==> src/rtl/proc_pkg.sv <==
// Shared definitions for the multi-cycle control unit: opcodes, FSM states,
// instruction classes, ALU operand classes and instruction field positions.
package proc_pkg;

  localparam int OPC_HI   = 31;
  localparam int OPC_LO   = 28;
  localparam int RS_HI    = 27;
  localparam int RS_LO    = 23;
  localparam int RT_HI    = 22;
  localparam int RT_LO    = 18;
  localparam int RD_HI    = 17;
  localparam int RD_LO    = 13;
  localparam int IMM_HI   = 12;
  localparam int IMM_LO   = 0;
  localparam int FUNCT_HI = 2;
  localparam int FUNCT_LO = 0;

  typedef enum logic [3:0] {
    OP_NOP  = 4'h0,
    OP_R    = 4'h1,
    OP_ADDI = 4'h2,
    OP_SUBI = 4'h3,
    OP_BLT  = 4'h4,
    OP_BGT  = 4'h5,
    OP_JMP  = 4'h6,
    OP_LW   = 4'h7,
    OP_SW   = 4'h8,
    OP_HALT = 4'hF
  } opcode_e;

  typedef enum logic [2:0] {
    BUSCA, DECODIFICA, EXECUTA, MEMORIA, ESCRITA, PARADO
  } estado_e;

  typedef enum logic [2:0] {
    CL_NOP, CL_ALU, CL_BRANCH, CL_JMP, CL_LOAD, CL_STORE, CL_HALT
  } classe_e;

  localparam logic [1:0] ORIG_R    = 2'b00;
  localparam logic [1:0] ORIG_I    = 2'b01;
  localparam logic [1:0] ORIG_CMP  = 2'b10;
  localparam logic [1:0] ORIG_NONE = 2'b11;

  localparam logic [2:0] SEL_NONE = 3'b000;
  localparam logic [2:0] SEL_ADD  = 3'b001;
  localparam logic [2:0] SEL_SUB  = 3'b010;

  function automatic logic [31:0] sext_imm(input logic [31:0] instr);
    return {{19{instr[IMM_HI]}}, instr[IMM_HI:IMM_LO]};
  endfunction

endpackage

==> src/rtl/unidade_controle_if.sv <==
// Single req/ready memory port shared by instruction fetch and data access.
interface unidade_controle_if #(
  parameter int ADDR_W = 16
);
  logic              mem_req;
  logic              mem_we;
  logic [ADDR_W-1:0] mem_addr;
  logic [31:0]       mem_wdata;
  logic [31:0]       mem_rdata;
  logic              mem_ready;

  modport master (
    output mem_req, mem_we, mem_addr, mem_wdata,
    input  mem_rdata, mem_ready
  );

  modport slave (
    input  mem_req, mem_we, mem_addr, mem_wdata,
    output mem_rdata, mem_ready
  );
endinterface

==> src/rtl/unidade_controle_decodificador.sv <==
// Combinational decoder: maps an instruction word to its class, the ALU
// operation/operand class it needs in EXECUTA, and its sign-extended immediate.
module decodificador
  import proc_pkg::*;
(
  input  logic [31:0] instr,
  output classe_e     classe,
  output logic [2:0]  selec,
  output logic [1:0]  orig_ula,
  output logic [31:0] imed
);

  logic unused_campos;
  assign unused_campos = ^instr[RS_HI:RD_LO];

  always_comb begin
    // NOTE: every output gets a default first so no latch is inferred.
    classe   = CL_NOP;
    selec    = SEL_NONE;
    orig_ula = ORIG_NONE;
    case (instr[OPC_HI:OPC_LO])
      OP_R:    begin classe = CL_ALU;    orig_ula = ORIG_R;   selec = instr[FUNCT_HI:FUNCT_LO]; end
      OP_ADDI: begin classe = CL_ALU;    orig_ula = ORIG_I;   selec = SEL_ADD; end
      OP_SUBI: begin classe = CL_ALU;    orig_ula = ORIG_I;   selec = SEL_SUB; end
      OP_BLT:  begin classe = CL_BRANCH; orig_ula = ORIG_CMP; selec = SEL_ADD; end
      OP_BGT:  begin classe = CL_BRANCH; orig_ula = ORIG_CMP; selec = SEL_SUB; end
      OP_JMP:  classe = CL_JMP;
      OP_LW:   begin classe = CL_LOAD;   orig_ula = ORIG_I;   selec = SEL_ADD; end
      OP_SW:   begin classe = CL_STORE;  orig_ula = ORIG_I;   selec = SEL_ADD; end
      OP_HALT: classe = CL_HALT;
      default: classe = CL_NOP;
    endcase
  end

  assign imed = sext_imm(instr);

endmodule

==> src/rtl/unidade_controle.sv <==
// Multi-cycle control unit: fetch/decode/execute/memory/write-back FSM, PC and
// optional performance counters (enabled by UNIDADE_CONTROLE_CONTADORES_EN).
module unidade_controle
  import proc_pkg::*;
#(
  parameter int ADDR_W = 16
) (
  input  logic              clk,
  input  logic              rst_n,
  unidade_controle_if.master bus,
  output logic [4:0]        reg_rs,
  output logic [4:0]        reg_rt,
  output logic [4:0]        reg_rd,
  input  logic [31:0]       rs_dado,
  output logic              reg_we,
  output logic [4:0]        reg_waddr,
  output logic [31:0]       reg_wdata,
  output logic [31:0]       imed,
  output logic [2:0]        selec,
  output logic [1:0]        origULA,
  input  logic [31:0]       result,
  input  logic              zero,
  input  logic              negativo,
  output logic [ADDR_W-1:0] pc,
  output logic              parado,
  output logic [31:0]       ciclos,
  output logic [31:0]       instrucoes
);

  estado_e           estado, estado_prox;
  logic [31:0]       instr, res_q, wdata_q;
  classe_e           classe;
  logic [2:0]        dec_selec;
  logic [1:0]        dec_orig;
  logic              ultimo, salto, req_c, we_c;
  logic [ADDR_W-1:0] addr_c, pc_prox;

  logic unused_ok;
  assign unused_ok = zero;

  decodificador u_dec (
    .instr    (instr),
    .classe   (classe),
    .selec    (dec_selec),
    .orig_ula (dec_orig),
    .imed     (imed)
  );

  always_comb begin
    estado_prox = estado;
    ultimo      = 1'b0;
    req_c       = 1'b0;
    we_c        = 1'b0;
    addr_c      = pc;
    selec       = SEL_NONE;
    origULA     = ORIG_NONE;
    unique case (estado)
      BUSCA: begin
        req_c = 1'b1;
        if (bus.mem_ready) estado_prox = DECODIFICA;
      end
      DECODIFICA: begin
        case (classe)
          CL_NOP, CL_JMP: begin estado_prox = BUSCA;  ultimo = 1'b1; end
          CL_HALT:        begin estado_prox = PARADO; ultimo = 1'b1; end
          default:        estado_prox = EXECUTA;
        endcase
      end
      EXECUTA: begin
        selec   = dec_selec;
        origULA = dec_orig;
        case (classe)
          CL_ALU:            estado_prox = ESCRITA;
          CL_LOAD, CL_STORE: estado_prox = MEMORIA;
          default:           begin estado_prox = BUSCA; ultimo = 1'b1; end
        endcase
      end
      MEMORIA: begin
        req_c  = 1'b1;
        we_c   = (classe == CL_STORE);
        addr_c = res_q[ADDR_W-1:0];
        if (bus.mem_ready) begin
          estado_prox = (classe == CL_STORE) ? BUSCA : ESCRITA;
          ultimo      = (classe == CL_STORE);
        end
      end
      ESCRITA: begin
        estado_prox = BUSCA;
        ultimo      = 1'b1;
      end
      PARADO:  estado_prox = PARADO;
      default: estado_prox = BUSCA;
    endcase
  end

  // Branches are only resolved in EXECUTA, JMP only in DECODIFICA, so the
  // flag is meaningful exactly when the instruction retires.
  assign salto   = (classe == CL_JMP) || ((classe == CL_BRANCH) && negativo);
  assign pc_prox = pc + ADDR_W'(1) + (salto ? imed[ADDR_W-1:0] : '0);

  always_ff @(posedge clk or negedge rst_n) begin
    if (!rst_n) begin
      estado  <= BUSCA;
      instr   <= '0;
      res_q   <= '0;
      wdata_q <= '0;
      pc      <= '0;
    end else begin
      // NOTE: sequential state uses non-blocking assignments only.
      estado <= estado_prox;
      if (estado == BUSCA && bus.mem_ready) instr <= bus.mem_rdata;
      if (estado == EXECUTA) begin
        res_q   <= result;
        wdata_q <= rs_dado;
      end
      if (estado == MEMORIA && bus.mem_ready && classe == CL_LOAD) res_q <= bus.mem_rdata;
      if (ultimo) pc <= pc_prox;
    end
  end

  // Gating with rst_n drops the request as soon as reset asserts, even though
  // the reset state itself is BUSCA.
  assign bus.mem_req   = req_c & rst_n;
  assign bus.mem_we    = we_c & rst_n;
  assign bus.mem_addr  = addr_c;
  assign bus.mem_wdata = wdata_q;

  assign reg_rs    = instr[RS_HI:RS_LO];
  assign reg_rt    = instr[RT_HI:RT_LO];
  assign reg_rd    = instr[RD_HI:RD_LO];
  assign reg_waddr = instr[RS_HI:RS_LO];
  assign reg_we    = (estado == ESCRITA);
  assign reg_wdata = res_q;
  assign parado    = (estado == PARADO);

`ifdef UNIDADE_CONTROLE_CONTADORES_EN
  logic [31:0] ciclos_q, instrucoes_q;

  always_ff @(posedge clk or negedge rst_n) begin
    if (!rst_n) begin
      ciclos_q     <= '0;
      instrucoes_q <= '0;
    end else begin
      if (!parado) ciclos_q <= ciclos_q + 32'd1;
      if (ultimo)  instrucoes_q <= instrucoes_q + 32'd1;
    end
  end

  assign ciclos     = ciclos_q;
  assign instrucoes = instrucoes_q;
`else
  assign ciclos     = '0;
  assign instrucoes = '0;
`endif

endmodule

==> src/flat_wrapper.sv <==
// flat-port wrapper written by rule: the top's interface ports become plain ports
module unidade_controle_flat import proc_pkg::*;
#(
  parameter int ADDR_W = 16
)
  (clk, rst_n, reg_rs, reg_rt, reg_rd, rs_dado, reg_we, reg_waddr, reg_wdata, imed, selec, origULA, result, zero, negativo, pc, parado, ciclos, instrucoes, bus_mem_req, bus_mem_we, bus_mem_addr, bus_mem_wdata, bus_mem_rdata, bus_mem_ready);
  unidade_controle_if #(.ADDR_W(ADDR_W)) bus_i ();
  input  logic clk;
  input  logic rst_n;
  output logic [4:0] reg_rs;
  output logic [4:0] reg_rt;
  output logic [4:0] reg_rd;
  input  logic [31:0] rs_dado;
  output logic reg_we;
  output logic [4:0] reg_waddr;
  output logic [31:0] reg_wdata;
  output logic [31:0] imed;
  output logic [2:0] selec;
  output logic [1:0] origULA;
  input  logic [31:0] result;
  input  logic zero;
  input  logic negativo;
  output logic [ADDR_W-1:0] pc;
  output logic parado;
  output logic [31:0] ciclos;
  output logic [31:0] instrucoes;
  output wire logic [$bits(bus_i.mem_req)-1:0] bus_mem_req;
  output wire logic [$bits(bus_i.mem_we)-1:0] bus_mem_we;
  output wire logic [$bits(bus_i.mem_addr)-1:0] bus_mem_addr;
  output wire logic [$bits(bus_i.mem_wdata)-1:0] bus_mem_wdata;
  input wire logic [$bits(bus_i.mem_rdata)-1:0] bus_mem_rdata;
  input wire logic [$bits(bus_i.mem_ready)-1:0] bus_mem_ready;
  assign bus_mem_req = bus_i.mem_req;
  assign bus_mem_we = bus_i.mem_we;
  assign bus_mem_addr = bus_i.mem_addr;
  assign bus_mem_wdata = bus_i.mem_wdata;
  assign bus_i.mem_rdata = bus_mem_rdata;
  assign bus_i.mem_ready = bus_mem_ready;
  unidade_controle #(.ADDR_W(ADDR_W)) u_core (.clk(clk), .rst_n(rst_n), .bus(bus_i), .reg_rs(reg_rs), .reg_rt(reg_rt), .reg_rd(reg_rd), .rs_dado(rs_dado), .reg_we(reg_we), .reg_waddr(reg_waddr), .reg_wdata(reg_wdata), .imed(imed), .selec(selec), .origULA(origULA), .result(result), .zero(zero), .negativo(negativo), .pc(pc), .parado(parado), .ciclos(ciclos), .instrucoes(instrucoes));
endmodule
==> config.mk <==
export PLATFORM = sky130hd
export DESIGN_NAME = unidade_controle_flat
export DESIGN_NICKNAME = d
export VERILOG_FILES = /design/src/rtl/proc_pkg.sv /design/src/rtl/unidade_controle_if.sv /design/src/rtl/unidade_controle_decodificador.sv /design/src/rtl/unidade_controle.sv /design/src/flat_wrapper.sv
export SDC_FILE = /design/constraint.sdc
export NUM_CORES = 1
export LEC_CHECK = 0
export ABC_AREA = 0
export BUFFER_PORTS_ARGS = -buffer_cell sky130_fd_sc_hd__buf_2
export CAP_MARGIN = 20
export CORE_UTILIZATION = 43
export DETAILED_ROUTE_END_ITERATION = 8
export PLACE_DENSITY = 0.78
export SLEW_MARGIN = 20
export SYNTH_ARGS = -nofsm -noshare
export SYNTH_HDL_FRONTEND = slang
export SYNTH_HIERARCHICAL = 1
export SYNTH_SLANG_ARGS = --single-unit
==> constraint.sdc <==
create_clock -name clk -period 3.4 [get_ports clk]
set_clock_uncertainty 0.1 [all_clocks]
set_input_delay 0.85 -clock clk [delete_from_list [all_inputs] [get_ports clk]]
set_output_delay 0.85 -clock clk [all_outputs]
set_load 0.02 [all_outputs]
==> metrics <==
Max clock buf depth=2; largest area contributor in the netlist=dfrtp_1; nets@finish=around 1000; sequential area share after synthesis=0.422; Crit Path Max Fanout=6; initial core utilization=0.444; maxcap violations=0; IO Count=roughly 320; DR pass1 iterations=4; f_max=about 310 MHz; initial drt markers=around 300; Synth async-reset ratio=1.00; Setup CP Type=reg -> reg; routability cong.=0.887; Primary FF master, synth=dfrtp_1; die width=approximately 130 um; Post-synth EDFFs=0; critical path data required time=~3.6 ns; Cell Area, Synth=0.00682 mm^2; final hold slack=~0.37 ns; IO buf count=between 200 and 300; setup slack at placement=-0.0342 ns; Clock Sinks=approximately 120; Worst setup SP type=register; number of diodes=0; Final ANT Viol Nets=0; number of global-route vias before repair=5287; largest net degree at the start of global routing=67; area share of the largest cell type after synthesis=0.422; synth unique cells=around 60; layout cells sized above 1=0.484; status=completed; site row count=45; worst vdd ir=about 0.6 mV; Max transition margin=0.367; Synth warnings=6; Final Hold Viols=0; Core Region=between 0.015 and 0.02 mm^2; P&R area growth vs syn=23.5%; remaining global-route overflow=0; fin crit share=0.942; Num CTS Buffers=17; Via Count=roughly 5400; syn_area_per_cell=~10 um^2; Worst-path clk slew=0.06 ns; Clock Latency Late Sink=roughly 0.4 ns; TritonCTS clock tree=built; area of the multi-input gates=between 0.003 and 0.004 mm^2; worst slew pin tran=roughly 0.95 ns; DR WL/cell=16.2 um; Final min period=between 3 and 4 ns; Root Driver=clkbuf_16; FF+latch area=between 0.002 and 0.003 mm^2; Vias per Instance=4.93; power density cells=1130 mW/mm^2; Post-CTS Hold Buffers=0; die span in y=about 130 um; top post-synthesis cells by area=dfrtp_1, mux2_2, buf_4; fin worst setup slack=0.196 ns; type of destination of the critical path=register; routed wire length=roughly 18 mm; Die ar.=0.0164 mm^2; # DRC=0; initial antenna violation count=0; GRT Total Usage=0.220; fill count=1341; first-pass GRT wire length=27.3 mm; HPWL Detailed=between 10 and 15 mm; worst hold path class=reg -> reg; Leak Pwr=~4.3 nW; Syn Inst Count=659; worst path arrival time=3.40 ns; htree depth=4; synthesis-stage register bit count=115; Final Max Slew Viols=0; # setup viols final=0
-- layer usage --
metal | wire (um) | global-route usage | vias to the layer above
met5 | 0 | 0 | -
met2 | 9070 | 0.379 | 242
met1 | 7300 | 0.266 | 2633
met4 | 211 | 0.0678 | 0
met3 | 1240 | 0.0634 | 14
li1 | - | - | 2537
-- kinds of logic (layout without fill, tap and decap cells) --
| kind of cell | count (synthesis) | count (layout) | share of synthesized area |
|---|---|---|---|
| AO/OA/AOI/OAI | 106 | 106 | 0.107 |
| XOR/XNOR | 14 | 14 | 0.0180 |
| adder cells (fa/ha/maj) | 17 | 17 | 0.0321 |
| buffers and inverters | 157 | 324 | 0.159 |
| flip-flops | 115 | 115 | 0.422 |
| multiplexers | 87 | 87 | 0.144 |
| other | 1 | 64 | 0.000550 |
| AND/OR/NAND/NOR | 162 | 162 | 0.118 |
-- worst paths after layout --
kind	start	end	slack, ns	cells after the start
worst max-delay path	u_core/instr[31]$_DFFE_PN0P_	u_core/pc[9]$_DFFE_PN0P_	0.20	15
worst min register to register	u_core/reg_wdata[17]$_DFFE_PN0P_	u_core/reg_wdata[17]$_DFFE_PN0P_	0.37	2
worst max register to register	u_core/instr[31]$_DFFE_PN0P_	u_core/pc[9]$_DFFE_PN0P_	0.20	15
max in group asynchronous	rst_n	u_core/bus.mem_wdata[4]$_DFFE_PN0P_	1.63	3
worst min-delay path	u_core/reg_wdata[17]$_DFFE_PN0P_	u_core/reg_wdata[17]$_DFFE_PN0P_	0.37	2
min in group asynchronous	rst_n	u_core/instr[6]$_DFFE_PN0P_	0.40	2
-- synthesized netlist by cell type (6+ instances only) --
cell	count
nand2_1	91
buf_2	16
inv_1	6
and2_1	18
a22oi_1	32
buf_4	118
clkbuf_1	11
o21ai_0	20
ha_1	15
xnor2_1	9
mux2_2	82
nor2_1	17
a21oi_1	18
dfrtp_1	115
-- area by class of cell --
cell class              count  share of cell area
well taps                 211              0.0313
clock inverters            11             0.00980
flip-flops and latches    115               0.342
repair buffers            284               0.178
clock buffers              21              0.0546
multi-input cells         450               0.381
inverters                   8             0.00356
-- critical path, cell delays in order (launching register included) --
cell and delay, ns:
dfrtp_2 0.45, nor3b_2 0.16, a21oi_1 0.14, o22ai_2 0.12, nor2_2 0.16, nor3b_4 0.06, buf_4 0.16, buf_4 0.14
and2_1 0.15, ha_1 0.31, a21oi_1 0.20, o21ai_0 0.14, a21oi_2 0.22, o21ai_0 0.14, xor2_1 0.16, mux2_2 0.26
-- repair_timing --
| action | 4_1_cts | 5_1_grt |
|---|---|---|
| pin swaps | 0 | 2 |
| buffers inserted | 0 | 1 |
| resized for setup | 1 | 19 |
| endpoints found under the setup margin | 6 | 10 |
| cloned | 0 | 0 |
-- metrics by stage --
step | util | instance area (um^2) | TNS (ns) | std cells | total power (W)
floorplan | - | 7070 | 0 | 722 | 0.00660
global placement | 0.506 | 7780 | 0 | 1067 | 0.00763
detailed placement | 0.506 | 7780 | -0.0672 | 1067 | 0.00775
CTS | 0.542 | 8330 | 0 | 1099 | 0.00942
global route | 0.548 | 8430 | -0.00974 | 1100 | 0.0101
finish | 0.548 | 8430 | 0 | 1100 | 0.00950
-- layout by cell type (no fill, tap or decap), drive strengths merged, types with 15 or more instances in the layout --
| cell | n |
|---|---|
| o21ai | 22 |
| a21oi | 18 |
| buf | 284 |
| and2 | 18 |
| conb | 64 |
| dfrtp | 115 |
| clkbuf | 21 |
| a22oi | 32 |
| nand2 | 91 |
| mux2 | 86 |
| nor2 | 17 |
| ha | 15 |
-- report_power, final --
part           switching [W]  internal, W  total [W]
sequential          0.000580      0.00206    0.00264
combinational        0.00311      0.00213    0.00524
clock               0.000648     0.000969    0.00162
total                0.00434      0.00516    0.00950
-- registers in the layout, indices dropped and copies added (netlist names) --
name                  cells
u_core/pc                16
u_core/reg_wdata         32
u_core/bus.mem_wdata     32
u_core/estado             3
u_core/instr             32
Note: power is estimated with default switching activity, not from simulation.
